--- src/rtl/pistorm_pkg.sv ---
// Shared PiStorm definitions: bus watchdog state encodings, Pi register
// addresses and the watchdog default timing values.
package pistorm_pkg;

  typedef enum logic [1:0] {
    WD_IDLE    = 2'd0,
    WD_BUSY    = 2'd1,
    WD_ABORT   = 2'd2,
    WD_HOLDOFF = 2'd3
  } wd_state_e;

  // Pi-side register map.
  localparam logic [1:0] REG_DATA    = 2'd0;
  localparam logic [1:0] REG_ADDR_LO = 2'd1;
  localparam logic [1:0] REG_ADDR_HI = 2'd2;
  localparam logic [1:0] REG_STATUS  = 2'd3;

  // Watchdog defaults, in E-clock ticks (1.41 us each).
  localparam int unsigned TXN_TIMEOUT_DEF = 64;
  localparam int unsigned ABORT_LEN_DEF   = 2;
  localparam int unsigned IDLE_W_DEF      = 20;

  // Internal counter widths.
  localparam int unsigned CYC_W   = 8;
  localparam int unsigned AB_W    = 3;
  localparam int unsigned FAULT_W = 4;

endpackage

--- src/rtl/pistorm_sync2.sv ---
// Two-flop level synchroniser into the E-clock domain.
// Ports:
//   e_clock      E clock, rising edge
//   rst_overflow asynchronous active-high reset, forces both flops to RST_VAL
//   level        asynchronous input level
//   synced       synchronised copy of level (2 tick latency)
module pistorm_sync2 #(
  parameter logic RST_VAL = 1'b0
) (
  input  logic e_clock,
  input  logic rst_overflow,
  input  logic level,
  output logic synced
);

  logic meta;

  always_ff @(posedge e_clock or posedge rst_overflow) begin
    if (rst_overflow) begin
      meta   <= RST_VAL;
      synced <= RST_VAL;
    end else begin
      meta   <= level;
      synced <= meta;
    end
  end

endmodule

--- src/rtl/pistorm_bus_watchdog.sv ---
// PiStorm 68K bus watchdog (E-clock domain).
// Aborts a bus transaction that stays pending longer than TXN_TIMEOUT ticks,
// counts aborts (saturating) and flags loss of Pi heartbeat after a long idle.
// Ports:
//   e_clock          E clock, all state on its rising edge
//   rst_overflow     asynchronous active-high reset
//   txn_in_progress  pending-transaction flag from the bus engine (async)
//   pistorm_active   PiStorm alive level (async)
//   m68k_reset_n     system reset level (async)
//   abort            force-terminate the current transaction
//   heartbeat_lost   sticky: no transaction for 2^IDLE_W-1 ticks while active
//   fault_count      saturating abort count since rst_overflow
//   wd_state         current watchdog state (debug)
// Optional (macro PISTORM_WDT_STATUS_EN):
//   clr_faults       async; its rising edge clears fault_count
//   status_word      {heartbeat_lost, abort, wd_state, fault_count, 8'd0}
module pistorm_bus_watchdog
  import pistorm_pkg::*;
#(
  parameter int unsigned TXN_TIMEOUT = TXN_TIMEOUT_DEF,
  parameter int unsigned ABORT_LEN   = ABORT_LEN_DEF,
  parameter int unsigned IDLE_W      = IDLE_W_DEF
) (
  input  logic               e_clock,
  input  logic               rst_overflow,
  input  logic               txn_in_progress,
  input  logic               pistorm_active,
  input  logic               m68k_reset_n,
`ifdef PISTORM_WDT_STATUS_EN
  input  logic               clr_faults,
  output logic [15:0]        status_word,
`endif
  output logic               abort,
  output logic               heartbeat_lost,
  output logic [FAULT_W-1:0] fault_count,
  output logic [1:0]         wd_state
);

  localparam logic [CYC_W-1:0]   CYC_LAST  = CYC_W'(TXN_TIMEOUT - 1);
  localparam logic [AB_W-1:0]    AB_LAST   = AB_W'(ABORT_LEN - 1);
  localparam logic [IDLE_W-1:0]  IDLE_MAX  = '1;
  localparam logic [FAULT_W-1:0] FAULT_MAX = '1;

  logic txn_s, act_s, rst_s_n;

  pistorm_sync2 #(.RST_VAL(1'b0)) u_sync_txn (
    .e_clock(e_clock), .rst_overflow(rst_overflow), .level(txn_in_progress), .synced(txn_s));
  pistorm_sync2 #(.RST_VAL(1'b0)) u_sync_act (
    .e_clock(e_clock), .rst_overflow(rst_overflow), .level(pistorm_active), .synced(act_s));
  pistorm_sync2 #(.RST_VAL(1'b1)) u_sync_rst (
    .e_clock(e_clock), .rst_overflow(rst_overflow), .level(m68k_reset_n), .synced(rst_s_n));

  logic clr_rise;
`ifdef PISTORM_WDT_STATUS_EN
  logic clr_s, clr_d;

  pistorm_sync2 #(.RST_VAL(1'b0)) u_sync_clr (
    .e_clock(e_clock), .rst_overflow(rst_overflow), .level(clr_faults), .synced(clr_s));

  always_ff @(posedge e_clock or posedge rst_overflow) begin
    if (rst_overflow) clr_d <= 1'b0;
    else              clr_d <= clr_s;
  end

  assign clr_rise    = clr_s & ~clr_d;
  assign status_word = {heartbeat_lost, abort, wd_state, fault_count, 8'd0};
`else
  assign clr_rise = 1'b0;
`endif

  wd_state_e          state, state_n;
  logic [CYC_W-1:0]   cyc_cnt, cyc_n;
  logic [AB_W-1:0]    ab_cnt, ab_n;
  logic [IDLE_W-1:0]  idle_cnt, idle_n;
  logic [FAULT_W-1:0] fault_n;
  logic               abort_n, hb_n, busy_entry, fault_inc;

  // State and output registers.
  always_ff @(posedge e_clock or posedge rst_overflow) begin
    if (rst_overflow) begin
      state          <= WD_IDLE;
      cyc_cnt        <= '0;
      ab_cnt         <= '0;
      idle_cnt       <= '0;
      fault_count    <= '0;
      abort          <= 1'b0;
      heartbeat_lost <= 1'b0;
    end else begin
      state          <= state_n;
      cyc_cnt        <= cyc_n;
      ab_cnt         <= ab_n;
      idle_cnt       <= idle_n;
      fault_count    <= fault_n;
      abort          <= abort_n;
      heartbeat_lost <= hb_n;
    end
  end

  // Next-state, counters and outputs.
  always_comb begin
    state_n    = state;
    cyc_n      = cyc_cnt;
    ab_n       = ab_cnt;
    idle_n     = idle_cnt;
    fault_n    = fault_count;
    hb_n       = heartbeat_lost;
    busy_entry = 1'b0;
    fault_inc  = 1'b0;

    if (!rst_s_n) begin
      // System reset releases the bus; fault history is kept.
      state_n = WD_IDLE;
      cyc_n   = '0;
      ab_n    = '0;
      idle_n  = '0;
    end else begin
      case (state)
        WD_IDLE: begin
          if (txn_s) begin
            state_n    = WD_BUSY;
            cyc_n      = '0;
            busy_entry = 1'b1;
          end
        end
        WD_BUSY, WD_HOLDOFF: begin
          // Completion (or engine release) beats a coincident timeout.
          if (!txn_s || !act_s) begin
            state_n = WD_IDLE;
          end else if (cyc_cnt == CYC_LAST) begin
            state_n   = WD_ABORT;
            ab_n      = '0;
            fault_inc = 1'b1;
          end else begin
            cyc_n = cyc_cnt + CYC_W'(1);
          end
        end
        WD_ABORT: begin
          if (ab_cnt == AB_LAST) begin
            state_n = WD_HOLDOFF;
            cyc_n   = '0;
          end else begin
            ab_n = ab_cnt + AB_W'(1);
          end
        end
        default: state_n = WD_IDLE;
      endcase

      if (busy_entry || !act_s)
        idle_n = '0;
      else if (state == WD_IDLE && idle_cnt != IDLE_MAX)
        idle_n = idle_cnt + IDLE_W'(1);
    end

    if (busy_entry)
      hb_n = 1'b0;
    else if (idle_n == IDLE_MAX)
      hb_n = 1'b1;

    if (clr_rise)
      fault_n = '0;
    else if (fault_inc && fault_count != FAULT_MAX)
      fault_n = fault_count + FAULT_W'(1);

    // abort follows the ABORT state one tick late, dropped at once by system reset.
    abort_n = (state == WD_ABORT) && rst_s_n;
  end

  assign wd_state = state;

endmodule

--- config.mk ---
export PLATFORM = sky130hd
export DESIGN_NAME = pistorm_bus_watchdog
export DESIGN_NICKNAME = d
export VERILOG_FILES = /design/src/rtl/pistorm_pkg.sv /design/src/rtl/pistorm_sync2.sv /design/src/rtl/pistorm_bus_watchdog.sv
export SDC_FILE = /design/constraint.sdc
export NUM_CORES = 1
export LEC_CHECK = 0
export ABC_AREA = 1
export CELL_PAD_IN_SITES_DETAIL_PLACEMENT = 1
export CELL_PAD_IN_SITES_GLOBAL_PLACEMENT = 2
export CORE_MARGIN = 2
export CORE_UTILIZATION = 38
export DETAILED_ROUTE_END_ITERATION = 8
export PLACE_DENSITY = 0.95
export SLEW_MARGIN = 20
export SYNTH_ARGS = -nofsm -noshare
export SYNTH_HDL_FRONTEND = slang
export SYNTH_SLANG_ARGS = --single-unit
--- constraint.sdc ---
create_clock -name e_clock -period 4.1 [get_ports e_clock]
set_input_delay 0.82 -clock e_clock [delete_from_list [all_inputs] [get_ports e_clock]]
set_output_delay 0.82 -clock e_clock [all_outputs]
set_load 0.02 [all_outputs]
# Yosys cells after proc, flatten, opt, wreduce, memory -nomap -nowiden
# Cells that the tools add are included.
[totals]
latch_bits = 0
mem_count = 0
output_inout_bits = 8
elab_cells = 76
mem_bits_rw = 0
regBits = 45
mem_bits_ro = 0
[classes]
magnitude_cmp = 0
eq_ne = 16
n_addsub = 4
n_reduce_logical = 13
div = 0
bitwise = 0
n_mux = 30
multipliers = 0
shift = 0
[op_table]
columns = ["operator", "n"]
rows = [
  ["$mux W20", 3],
  ["$mux W8", 5],
  ["$pmux W8 S3", 1],
  ["$ne A3 B3 Y1 const B", 7],
  ["$add A20 B1 Y20 const B", 1],
  ["$eq A20 B20 Y1 const B", 1],
  ["$ne A20 B20 Y1 const B", 1],
  ["$mux W3", 4],
  ["$mux W1", 10],
  ["$mux W2", 5],
  ["$add A8 B1 Y8 const B", 1],
  ["$eq A8 B6 Y1 const B", 1],
  ["$ne A4 B4 Y1 const B", 2],
  ["$reduce_and A4 Y1", 2],
  ["$pmux W2 S3", 1],
  ["$pmux W3 S2", 1],
  ["$add A4 B1 Y4 const B", 1],
  ["$eq A2 B2 Y1 const B", 2],
  ["$add A3 B1 Y3 const B", 1],
  ["$eq A3 B1 Y1 const B", 1],
  ["$logic_and A1 B1 Y1", 3],
  ["$reduce_and A3 Y1", 1],
  ["$eq A2 B1 Y1 const B", 1],
  ["$logic_not A1 Y1", 2],
  ["other kinds (4)", 5],
]

# Logic depth before layout (Yosys ltp)
[depth]
ltp_word = 9
depth_mapped = 15

# By module
# Synthesis repeated with hierarchy kept, for this count alone.
[unflattened]
cells_unflattened = 368
area_unflattened_um2 = 2770.2
[modules_own_cells]
columns = ["mod", "area_per_inst_um2", "seq_area_each_um2", "cells_each", "instances"]
rows = [
  ["pistorm_bus_watchdog", 2606.2, 975.9, 359, 1],
  ["pistorm_sync2 at u_sync_act ...", 53.8, 50.0, 3, 2],
  ["pistorm_sync2 at u_sync_rst", 56.3, 52.6, 3, 1],
]

# Worst setup path after synthesis
# Ideal clock, no wire load.
[synth_timing]
kind = "register -> register"
from = "register cyc_cnt[1]"
to = "register cyc_cnt[7]"
path_stages_with_launch = 14
n_path_buf = 1
setup_ps = 118
t_arrival_ps = 1665
slack_ps = 2317
cell_sequence = "dfrtp_1 -> ha_1 -> nand2_2 -> inv_2 -> nand2_2 -> nor3_4 -> nand2_1 -> a21oi_2 -> nand2_2 -> o31ai_4 -> nor2_4 -> buf_6 -> nand2_1 -> o21ai_2"
[synth_via]
elab_chain_len = 5
[synth_lines]
columns = ["element", "line_no", "source"]
rows = [
  ["from (decl)", "pistorm_bus_watchdog.sv:72", "logic [CYC_W-1:0] cyc_cnt, cyc_n;"],
  ["from (signal assigned)", "pistorm_bus_watchdog.sv:90", "cyc_cnt <= cyc_n;"],
  ["$add A8 B1 Y8", "pistorm_bus_watchdog.sv:134", "cyc_n = cyc_cnt + CYC_W'(1);"],
  ["$mux W8", "pistorm_bus_watchdog.sv:129", "end else if (cyc_cnt == CYC_LAST) begin"],
  ["$mux W8", "pistorm_bus_watchdog.sv:127", "if (!txn_s || !act_s) begin"],
  ["$pmux W8 S3", "pistorm_bus_watchdog.sv:117", "case (state)"],
  ["$mux W8", "pistorm_bus_watchdog.sv:110", "if (!rst_s_n) begin"],
]
# Several ways; a longest one is shown, not always the timed one. The select of a mux whose other input is x is not followed.
# A chain may end at the register's enable or synchronous reset.

# Worst setup path in the final report
[layout_timing]
from = "register idle_cnt[0]"
to = "register heartbeat_lost"
[layout_via]
elab_chain_len = 7
[layout_lines]
columns = ["element", "line_no", "source"]
rows = [
  ["from (decl)", "pistorm_bus_watchdog.sv:74", "logic [IDLE_W-1:0] idle_cnt, idle_n;"],
  ["from (signal assigned)", "pistorm_bus_watchdog.sv:92", "idle_cnt <= idle_n;"],
  ["parallel branches: the longest is 2 deep, another holds $add A20 B1 Y20", "--", ""],
  ["$mux W20 *", "pistorm_bus_watchdog.sv:150", "else if (state == WD_IDLE && idle_cnt != IDLE_MAX)"],
  ["$mux W20 *", "pistorm_bus_watchdog.sv:148", "if (busy_entry || !act_s)"],
  ["$mux W20 *", "pistorm_bus_watchdog.sv:110", ""],
  ["$eq A20 B20 Y1 *", "pistorm_bus_watchdog.sv:156", "else if (idle_n == IDLE_MAX)"],
  ["$reduce_bool A2 Y1 (no line) *", "--", ""],
  ["to (signal assigned)", "pistorm_bus_watchdog.sv:95", "heartbeat_lost <= hb_n;"],
  ["to (decl)", "pistorm_bus_watchdog.sv:34", "output logic heartbeat_lost,"],
]
# Mark *: on every way between the ends.

==> impl_metrics.env <==
export IMPL_ant_nets=0
export IMPL_worst_slew_pin_slew_ns=0.965
export IMPL_maxSlewHeadroom=0.356
export IMPL_fin_crit_ns=2.23
export IMPL_die_h_um=88.1
export IMPL_startpoint_type="register"
export IMPL_pwr_share_clk=0.358
export IMPL_synth_seq_cells=45
export IMPL_fp_dieArea_um2=7770
export IMPL_cts_hold_buf=0
export IMPL_initial_core_util=0.394
export IMPL_stdcell_count=481
export IMPL_yosys_top_cells_area="dfrtp_1 (40%), nand2_1 (12%), inv_1 (9.5%), nand3_1 (9.3%), nor2_1 (6.1%)"
export IMPL_drt_iter0_drc=82
export IMPL_synth_edf_count=0
export IMPL_post_cts_buffers=0
export IMPL_dp_hpwl_mm=5.23
export IMPL_critPathKind="register to register"
export IMPL_gp_congestion=0.821
export IMPL_diodes=0
export IMPL_yosys_area_top_type_share=0.400
export IMPL_power_leakage_nw=1.45
export IMPL_synth_fp_nets=380
export IMPL_slew_viol_final=0
export IMPL_netlist_area_um2=2690
export IMPL_fin_nets=394
export IMPL_dr_total_vias=2316
export IMPL_area_delta_synth_final_pct=11.3
export IMPL_ios=13
export IMPL_path_cells="ha_1, nand2_1, nor2_1, nand2_1, nor2_2, nand2_2, nand3_1, nand3_1, nor2_1, nand2_1, nor2_1, nand3_1, o21ai_1"
export IMPL_hold_viol=0
export IMPL_seq_area_frac_synth=0.420
export IMPL_grt_use_total=0.199
export IMPL_async_flop_share=1.00
export IMPL_synth_cell_types=34
export IMPL_htreeDepth=2
export IMPL_power_frac_comb=0.089
export IMPL_place_port_buffers=12
export IMPL_p_int_mw=0.609
export IMPL_dpl_cell_count=473
export IMPL_peakVddDrop_mv=0.183
export IMPL_netSwitchingFraction=0.267
export IMPL_core_area_um2=6830
export IMPL_cts_sinks=45
export IMPL_fin_tns_setup_ns=0
export IMPL_seq_power_share=0.553
export IMPL_rows=30
export IMPL_cp_slowest_cell="dfrtp_1"
export IMPL_die_w_um=88.1
export IMPL_drc=0
export IMPL_finalClockSkew_ns=0.0123
export IMPL_finalCritPeriodShare=0.543
export IMPL_synthFlopType="dfrtp_1"
export IMPL_synth_mux_area_frac=0.00791
export IMPL_yosysWarnings=0
export IMPL_worstPathMaxFanout=22
export IMPL_routed_via_density=4.81
export IMPL_switching_power_mw=0.221
export IMPL_grt_max_degree=46
export IMPL_synth_top_family_by_area="simple AND/OR/NAND/NOR gates"
export IMPL_synth_compound_area_frac=0.0530
export IMPL_postSynthAreaPerCell_um2=7.27
export IMPL_drv_cap=0
export IMPL_cts_root_buffer="clkbuf_8"
export IMPL_yosysTopAreaCell="dfrtp_1"
export IMPL_gr_total_overflow=0
export IMPL_cts_tree="built"
export IMPL_grt_pass1_wl_mm=12.1
export IMPL_crit_path_end_kind="register"
export IMPL_clk_latency_ns=0.31
export IMPL_numCtsBuffers=5
export IMPL_cts_buffer_depth=2
export IMPL_drt_wirelength_per_cell_um=14.1
export IMPL_path_clk_slew_ns=0.09
export IMPL_rsz0062_at_grt="no"
export IMPL_status="finished, final reports clean"
export IMPL_synthAdderAreaFrac=0.0233
export IMPL_power_per_cell_area_nw_per_um2=278
export IMPL_synth_xor_area_frac=0.0228
export IMPL_grt_pass1_vias=2507
export IMPL_cts_resized=0
export IMPL_drt_first_pass_iters=4
export IMPL_final_cell_mix="nand2_1 (88), inv_1 (67), nand3_1 (50), nor2_1 (44), dfrtp_1 (43)"
export IMPL_setup_violations=0
export IMPL_wirelength_mm=6.77
export IMPL_drive_gt1_frac=0.101
export IMPL_layout_commonest_cell="nand2_1"
export IMPL_grt_antenna_before_repair=0
export IMPL_syn_inst=370
export IMPL_slowest_delay_ns=0.41
export IMPL_fmax_mhz=449
export IMPL_hp_class="register to register"
export IMPL_critPathRequiredTime_ns=4.33
export IMPL_crit_arrival_ns=2.46
export IMPL_synth_simple_area_share=0.357
[worst paths after layout]
kind,startpoint,endpoint,slack (ns),cells past startpoint
setup / recovery,idle_cnt[0],heartbeat_lost,1.87,13
hold / removal,u_sync_txn.meta,u_sync_txn.synced,0.37,0
setup reg to reg,idle_cnt[0],heartbeat_lost,1.87,13
hold reg to reg,u_sync_txn.meta,u_sync_txn.synced,0.37,0
max in group asynchronous,rst_overflow,heartbeat_lost,2.45,2
min in group asynchronous,rst_overflow,fault_count[0],1.05,2
[stage by stage]
| stage | hold WS (ns) | setup WS [ns] | total power, mW | utilization | instance area [um2] |
|---|---|---|---|---|---|
| 2_1_floorplan | 0.331 | 2.22 | 0.520 | - | 2690 |
| 3_3_place_gp | 0.337 | 1.96 | 0.542 | 0.424 | 2900 |
| 3_5_place_dp | 0.345 | 1.89 | 0.544 | 0.424 | 2900 |
| 4_1_cts | 0.367 | 1.87 | 0.845 | 0.438 | 2990 |
| 5_1_grt | 0.371 | 1.52 | 0.868 | 0.438 | 2990 |
| 6_report | 0.366 | 1.87 | 0.830 | 0.438 | 2990 |
[state kept, by name, summed over array words and instances (netlist names)]
register	cells
ab_cnt	3
cyc_cnt	8
u_sync_txn.synced	1
wd_state	2
idle_cnt	20
u_sync_rst.meta	1
u_sync_rst.synced	1
u_sync_act.meta	1
heartbeat_lost	1
u_sync_txn.meta	1
abort	1
u_sync_act.synced	1
fault_count	4
[layout make-up]
class	count	area, um2
fillers	897	3840
multi-input cells	246	1250
flip-flops and latches	45	1130
inverters	74	278
repair buffers	12	120
well taps	96	120
clock buffers	6	82.6
clock inverters	2	13.8
[power groups by stage]
stage	sequential [mW]	combinational, mW	clock (mW)
detailed placement	0.468	0.0762	0
finish	0.459	0.0741	0.297
global route	0.460	0.0845	0.323
floorplan	0.468	0.0521	0
global placement	0.467	0.0749	0
CTS	0.459	0.0765	0.310
[worst max-delay path: cells and delay by family (launching register included)]
family | cells | cell delay [ns]
compound gates | 1 | 0.08
fa+ha+maj | 1 | 0.20
flops | 1 | 0.41
simple gates | 11 | 1.46
[layer usage]
metal / up-vias / wire length, um / global-route usage
met5: - / 0 / 0
met4: 0 / 89 / 0.0496
met3: 9 / 116 / 0.0292
met2: 21 / 3150 / 0.331
met1: 1112 / 3420 / 0.276
li1: 1174 / - / -
[kinds of logic (layout without fill, tap and decap cells)]
kind of cell             count (synthesis)  count (layout)
AND/OR/NAND/NOR                        212             212
buffers and inverters                   79              94
flip-flops                              45              45
AO/OA/AOI/OAI                           20              20
XOR/XNOR                                 7               7
adder cells (fa/ha/maj)                  5               5
multiplexers                             2               2
[synth_stat cells (4+ instances only)]
master,instances
nand2_1,88
nand3_1,50
nand4_1,5
inv_2,6
o21ai_0,4
dfrtp_1,43
nand2_2,5
ha_1,5
inv_1,68
nor3_1,7
nor2_1,44
xor2_1,6
o21ai_2,5
No activity file was read; power rests on OpenSTA's default activity.
==> patch 1 (config.mk and constraints unchanged) <==
Put one more register stage on the output `wd_state`, with the module's reset. The value now appears one clock later. The other outputs are not delayed to match.
--- a/src/rtl/pistorm_bus_watchdog.sv
+++ b/src/rtl/pistorm_bus_watchdog.sv
@@ -165,7 +165,13 @@
     abort_n = (state == WD_ABORT) && rst_s_n;
   end
 
-  assign wd_state = state;
+  always_ff @(posedge e_clock or posedge rst_overflow) begin
+    if (rst_overflow) begin
+      wd_state <= '0;
+    end else begin
+      wd_state <= state;
+    end
+  end
 
 endmodule
 
Behaviour: not the same (a bounded check fails within 4 cycles, from zero or initial values and one cycle with rst_overflow high).
==> patch 1 against the original RTL <==
- via count shrank 0.13%
- final cell count grew 1.9%
- global-route usage shrank 2.1 points
- area after synthesis grew 2.4%
- sequential cell count grew 2
- core utilization shrank 0.72 points
- register-to-register slack gained 0.11 ns
- setup slack gained 0.050 ns
- routed wire length shrank 6.2%
- cell area grew 2.8%
- clock skew shrank 0.0017 ns
- critical endpoint is now fault_count[0]
Power is not compared: it rests on default switching activity, and its combinational part moved more than twofold at a synthesized area within 25%.
==> patch 1: results (changes against the original RTL) <==
- The number of buffers inserted for hold repair after clock tree synthesis is 0 (unchanged).
- The proportion of synthesized chip area in sequential cells is 42.8% (+0.85 points).
- The detailed placer's ending HPWL is 4.84 mm (-7.5%).
- The final clock skew was 0.0106 ns (-0.00172 ns).
- The peak fanout along the critical path came to 4 (-82%).
- The post-detailed-route via-to-cell ratio is 4.72 (-2.0%).
- The area after detailed placement was 2950 um2 (+1.9%).
- The flow ran to the end, and the final reports show no timing, DRC or antenna violations.
- The count of different cell masters after synthesis is 28 (-18%).
- The critical path's largest stage delay is 0.63 ns (+0.22 ns).
- The global routing usage summed across all routing layers is 17.9% (-2.1 points).
- The mean area per synthesized cell was 7.34 um2 (+1.0%).
- By area, the combinational part of the netlist is dominated by simple AND/OR/NAND/NOR gates.
- The fraction of synthesized area in multiplexers is 0.409% (-0.38 points).
- The synthesized netlist net count is 385 (+1.3%).
- The worst relative slew slack is 44.2% (+8.6 points).
- In the post-synthesis netlist, the biggest area contributors are sky130_fd_sc_hd__dfrtp_1 (41%), sky130_fd_sc_hd__nand2_1 (13%), sky130_fd_sc_hd__inv_1 (9.7%).
- The cell type group with the largest total delay on the critical path is buffers and inverters.
- The cell with the largest stage delay on the worst path is sky130_fd_sc_hd__clkdlybuf4s50_1.
- After synthesis, the most frequently instantiated cells are sky130_fd_sc_hd__nand2_1 (92), sky130_fd_sc_hd__inv_1 (71), sky130_fd_sc_hd__dfrtp_1 (45), sky130_fd_sc_hd__nor2_1 (44), sky130_fd_sc_hd__nand3_1 (42).
- The routed via count was 2313 (-0.13%).
- The data arrival time of the critical path is 1.36 ns (-1.10 ns).
- The first-pass GRT wire length came to 11.0 mm (-8.8%).
- The number of global-route vias before repair is 2480 (-1.1%).
- The net count of the finished layout is 400 (+1.5%).
- The DRC marker count from the first detailed-route iteration is 57 (-30%).
- The post-synthesis compound-gate area fraction is 3.91% (-1.4 points).
- The placement-stage worst setup slack came to 1.95 ns (+0.0643 ns).
- The instance count after placement with tap cells included was 482 (+1.9%).
- The routed wire length is 6.35 mm (-6.2%).
## patch 1: cell count changes after synthesis, moves of 4 or more
cell / change
sky130_fd_sc_hd__a21oi_1: +4
sky130_fd_sc_hd__o21ai_2: -4
sky130_fd_sc_hd__nor2_2: +7
sky130_fd_sc_hd__nand2_1: +4
sky130_fd_sc_hd__nand3_2: +5
sky130_fd_sc_hd__nand3_1: -8
## patch 1: final timing paths
check | endpoint | cells past startpoint | slack, ns | start
worst min-delay path | u_sync_act.synced | 0 | 0.36 | u_sync_act.meta
worst max register to register | heartbeat_lost | 13 | 1.98 | idle_cnt[1]
min in group asynchronous | idle_cnt[6] | 2 | 0.96 | rst_overflow
worst max-delay path | fault_count[0] | 1 | 1.92 | fault_count[0]
worst min register to register | u_sync_act.synced | 0 | 0.36 | u_sync_act.meta
max in group asynchronous | state[0] | 2 | 2.63 | rst_overflow
## patch 1: routing by layer
layer	GRT usage (%)	vias up	share of wire, %
li1	-	1176	-
met1	20.8	1105	45
met2	33.7	21	52
met3	2.86	11	1.7
met4	5.02	0	1.8
met5	0	-	0
## patch 1: power breakdown
group | switching (mW) | internal [mW]
combinational | 0.160 | 0.0726
sequential | 0.0246 | 0.495
clock | 0.170 | 0.201
total | 0.354 | 0.768
## patch 1: area by class of cell
type / count / area (um2)
Fill cell: 938 / 4060
Multi-Input combinational cell: 246 / 1230
Sequential cell: 47 / 1180
Inverter: 77 / 290
Timing Repair Buffer: 13 / 128
Tap cell: 99 / 124
Clock buffer: 6 / 82.6
Clock inverter: 2 / 38.8
## patch 1: kinds of logic (layout without fill, tap and decap cells)
family,after synthesis,after routing
adders and majority gates,5,5
buffers and inverters,82,98
DFF,47,47
and+or+nand+nor,217,217
muxes,1,1
xor gates and xnor gates,4,4
AOI/OAI and AO/OA,19,19
==> patch 2 (same settings) <==
Made on the original files. Add a define of `PISTORM_WDT_STATUS_EN`.
--- a/src/rtl/pistorm_bus_watchdog.sv
+++ b/src/rtl/pistorm_bus_watchdog.sv
@@ -14,6 +14,8 @@
 // Optional (macro PISTORM_WDT_STATUS_EN):
 //   clr_faults       async; its rising edge clears fault_count
 //   status_word      {heartbeat_lost, abort, wd_state, fault_count, 8'd0}
+`define PISTORM_WDT_STATUS_EN
+
 module pistorm_bus_watchdog
   import pistorm_pkg::*;
 #(
Ports: changed (added clr_faults and status_word); port bits go from 13 to 30. The function was not compared with the original's and may differ.
==> patch 2 against the original RTL <==
- die area grew 6.3%
- setup slack got worse by 0.17 ns
- via count is 4.3% higher
- cell area rose by 5.7%
- final cell count rose by 6.9%
- area after synthesis is 6.6% higher
- sequential cell count is 3 higher
- clock skew decreased by 0.0059 ns
- global-route usage fell by 2.2 points
- routed wire length about the same
Power is not compared: it rests on default switching activity, and its combinational part moved more than twofold at a synthesized area within 25%.
==> patch 2: results (changes against the original RTL) <==
- The largest registers in the layout are idle_cnt (20), cyc_cnt (8), fault_count (4).
- Summed over all cells, the static leakage comes to 1.59 nW.
- The global routing usage summed across all routing layers is 17.8% (-2.2 points).
- The cell with the largest stage delay on the worst path is sky130_fd_sc_hd__inv_1.
- The number of setup buffers added after CTS is 0 (unchanged).
- The number of instances resized during post-cts repair is 0 (unchanged).
- The min-delay analysis places its worst path in the category flop to flop.
- Per report_power, the clock group accounts for 29.8% of the total.
- The routed wire length is 6.78 mm (about the same).
- The startpoint identified for the worst register-to-register timing path is wd_state[0].
- Sorting the synthesized cells by area gives the leading types as sky130_fd_sc_hd__dfrtp_1 (40%), sky130_fd_sc_hd__nand2_1 (11%), sky130_fd_sc_hd__inv_1 (10%).
- The peak fanout along the critical path is 20 (-9.1%).
- In this run the most critical hold path is launched from u_sync_clr.meta.
- The data arrival time of the critical path was 2.64 ns (+0.18 ns).
- The primary flip-flop cell chosen by synthesis mapping is sky130_fd_sc_hd__dfrtp_1.
- The fraction of final layout cells with drive strength greater than 1 is 7.47% (-2.7 points).
- The final antenna diode count was 0 (unchanged).
- The net count of the finished layout is 425 (+7.9%).
- The critical path's largest stage delay was 0.52 ns (+0.11 ns).
- The number of global-route vias before repair is 2573 (+2.6%).
- The cell type group with the largest total delay on the critical path is simple AND/OR/NAND/NOR gates.
- The area after detailed placement is 3070 um2 (+5.9%).
- The critical setup path kind is flop to flop.
- The run finished with clean final reports.
- The post-synthesis async set-or-reset flop share was 100% (unchanged).
- The buffer levels on the longest clock path is 2 (unchanged).
- The number of iterations in the first detailed-routing pass is 4 (unchanged).
- The root buffer cell chosen for the clock tree is sky130_fd_sc_hd__clkbuf_8.
- The switching part of the total is 32.7%.
- The number of warnings printed during yosys synthesis was 0 (unchanged).
- The DRC marker count from the first detailed-route iteration was 75 (-8.5%).
- The clock transition at the register clock pins on the worst setup and hold paths after CTS is approximately 0.10 ns.
- The number of levels in the clock H-tree was 2 (unchanged).
- Combinational logic is responsible for 20.5% of the overall power.
- The final clock skew was 0.00643 ns (-0.00587 ns).
- VDD sags by at most 0.000174 V.
- The count of different cell masters after synthesis is 32 (-5.9%).
- The detailed placer's ending HPWL is 5.19 mm (-0.85%).
- The quantity of I/O buffers inserted on ports is 21 (+9).
- The maximum number of pins on one net before global-route repair is 49 (+6.5%).
- The post-detailed-route via-to-cell ratio is 4.70 (-2.4%).
- The global placement routability congestion is 0.754 (-8.2%).
- The proportion of synthesized chip area in sequential cells is 42.0% (about the same).
- The worst relative slew slack is 43.3% (+7.7 points).
- The worst-skew pair later-pin latency came to 0.31 ns (about the same).
- The number of fillers in the final layout is 968 (+7.9%).
- The first-pass GRT wire length is 12.0 mm (-0.17%).
- By count the netlist is led by sky130_fd_sc_hd__nand2_1 (87), sky130_fd_sc_hd__inv_1 (80), sky130_fd_sc_hd__nand3_1 (50), sky130_fd_sc_hd__nor2_1 (49), sky130_fd_sc_hd__dfrtp_1 (46).
- The number of antenna violations at the first check in global routing is 0 (unchanged).
- The TritonCTS buffer count came to 5 (unchanged).
-- patch 2: kinds of logic after synthesis --
| kind of cell | Yosys count | share of synthesized area (%) |
|---|---|---|
| mux | 1 | 0.349 |
| other cells | 1 | 0.131 |
| buf+inv | 105 | 16.6 |
| xor+xnor | 1 | 0.306 |
| compound gates | 23 | 4.67 |
| fa+ha+maj | 5 | 2.18 |
| flops | 48 | 42.0 |
| simple gates | 216 | 33.8 |
-- patch 2: final timing paths --
check                                          to  slack, ns  cells after the start
worst min register to register  u_sync_clr.synced       0.36                      0
min in group asynchronous              cyc_cnt[2]       0.97                      2
max in group asynchronous         u_sync_txn.meta       2.63                      2
worst max register to register     heartbeat_lost       1.71                     12
worst max-delay path               heartbeat_lost       1.71                     12
worst min-delay path            u_sync_clr.synced       0.36                      0
-- patch 2: through the flow --
stage                     hold slack (ns)  instances  setup slack, ns  power (mW)
after CTS                           0.366        514             1.69        1.06
after detailed placement            0.344        506             1.70       0.746
after global routing                0.369        514             1.43        1.10
after global placement              0.332        506             1.74       0.739
final                               0.359        514             1.71        1.05
after floorplan                     0.331        407             2.14       0.681
-- patch 2: layout make-up --
cell class | count | area [um2] | area share [%]
sequential | 48 | 1200 | 38.1
clock inverter | 2 | 13.8 | 0.435
tap | 99 | 124 | 3.92
inverter | 84 | 317 | 10.0
multi-input combinational | 254 | 1210 | 38.3
clock buffer | 6 | 82.6 | 2.61
timing repair buffer | 21 | 210 | 6.65
-- patch 2: metal layers --
layer | vias to the layer above | part of all wire (%) | GRT usage [%]
met5 | - | 0 | 0
met4 | 0 | 1.2 | 4.92
met3 | 5 | 1.6 | 1.84
met2 | 21 | 47 | 30.0
met1 | 1154 | 50 | 24.2
li1 | 1235 | - | -
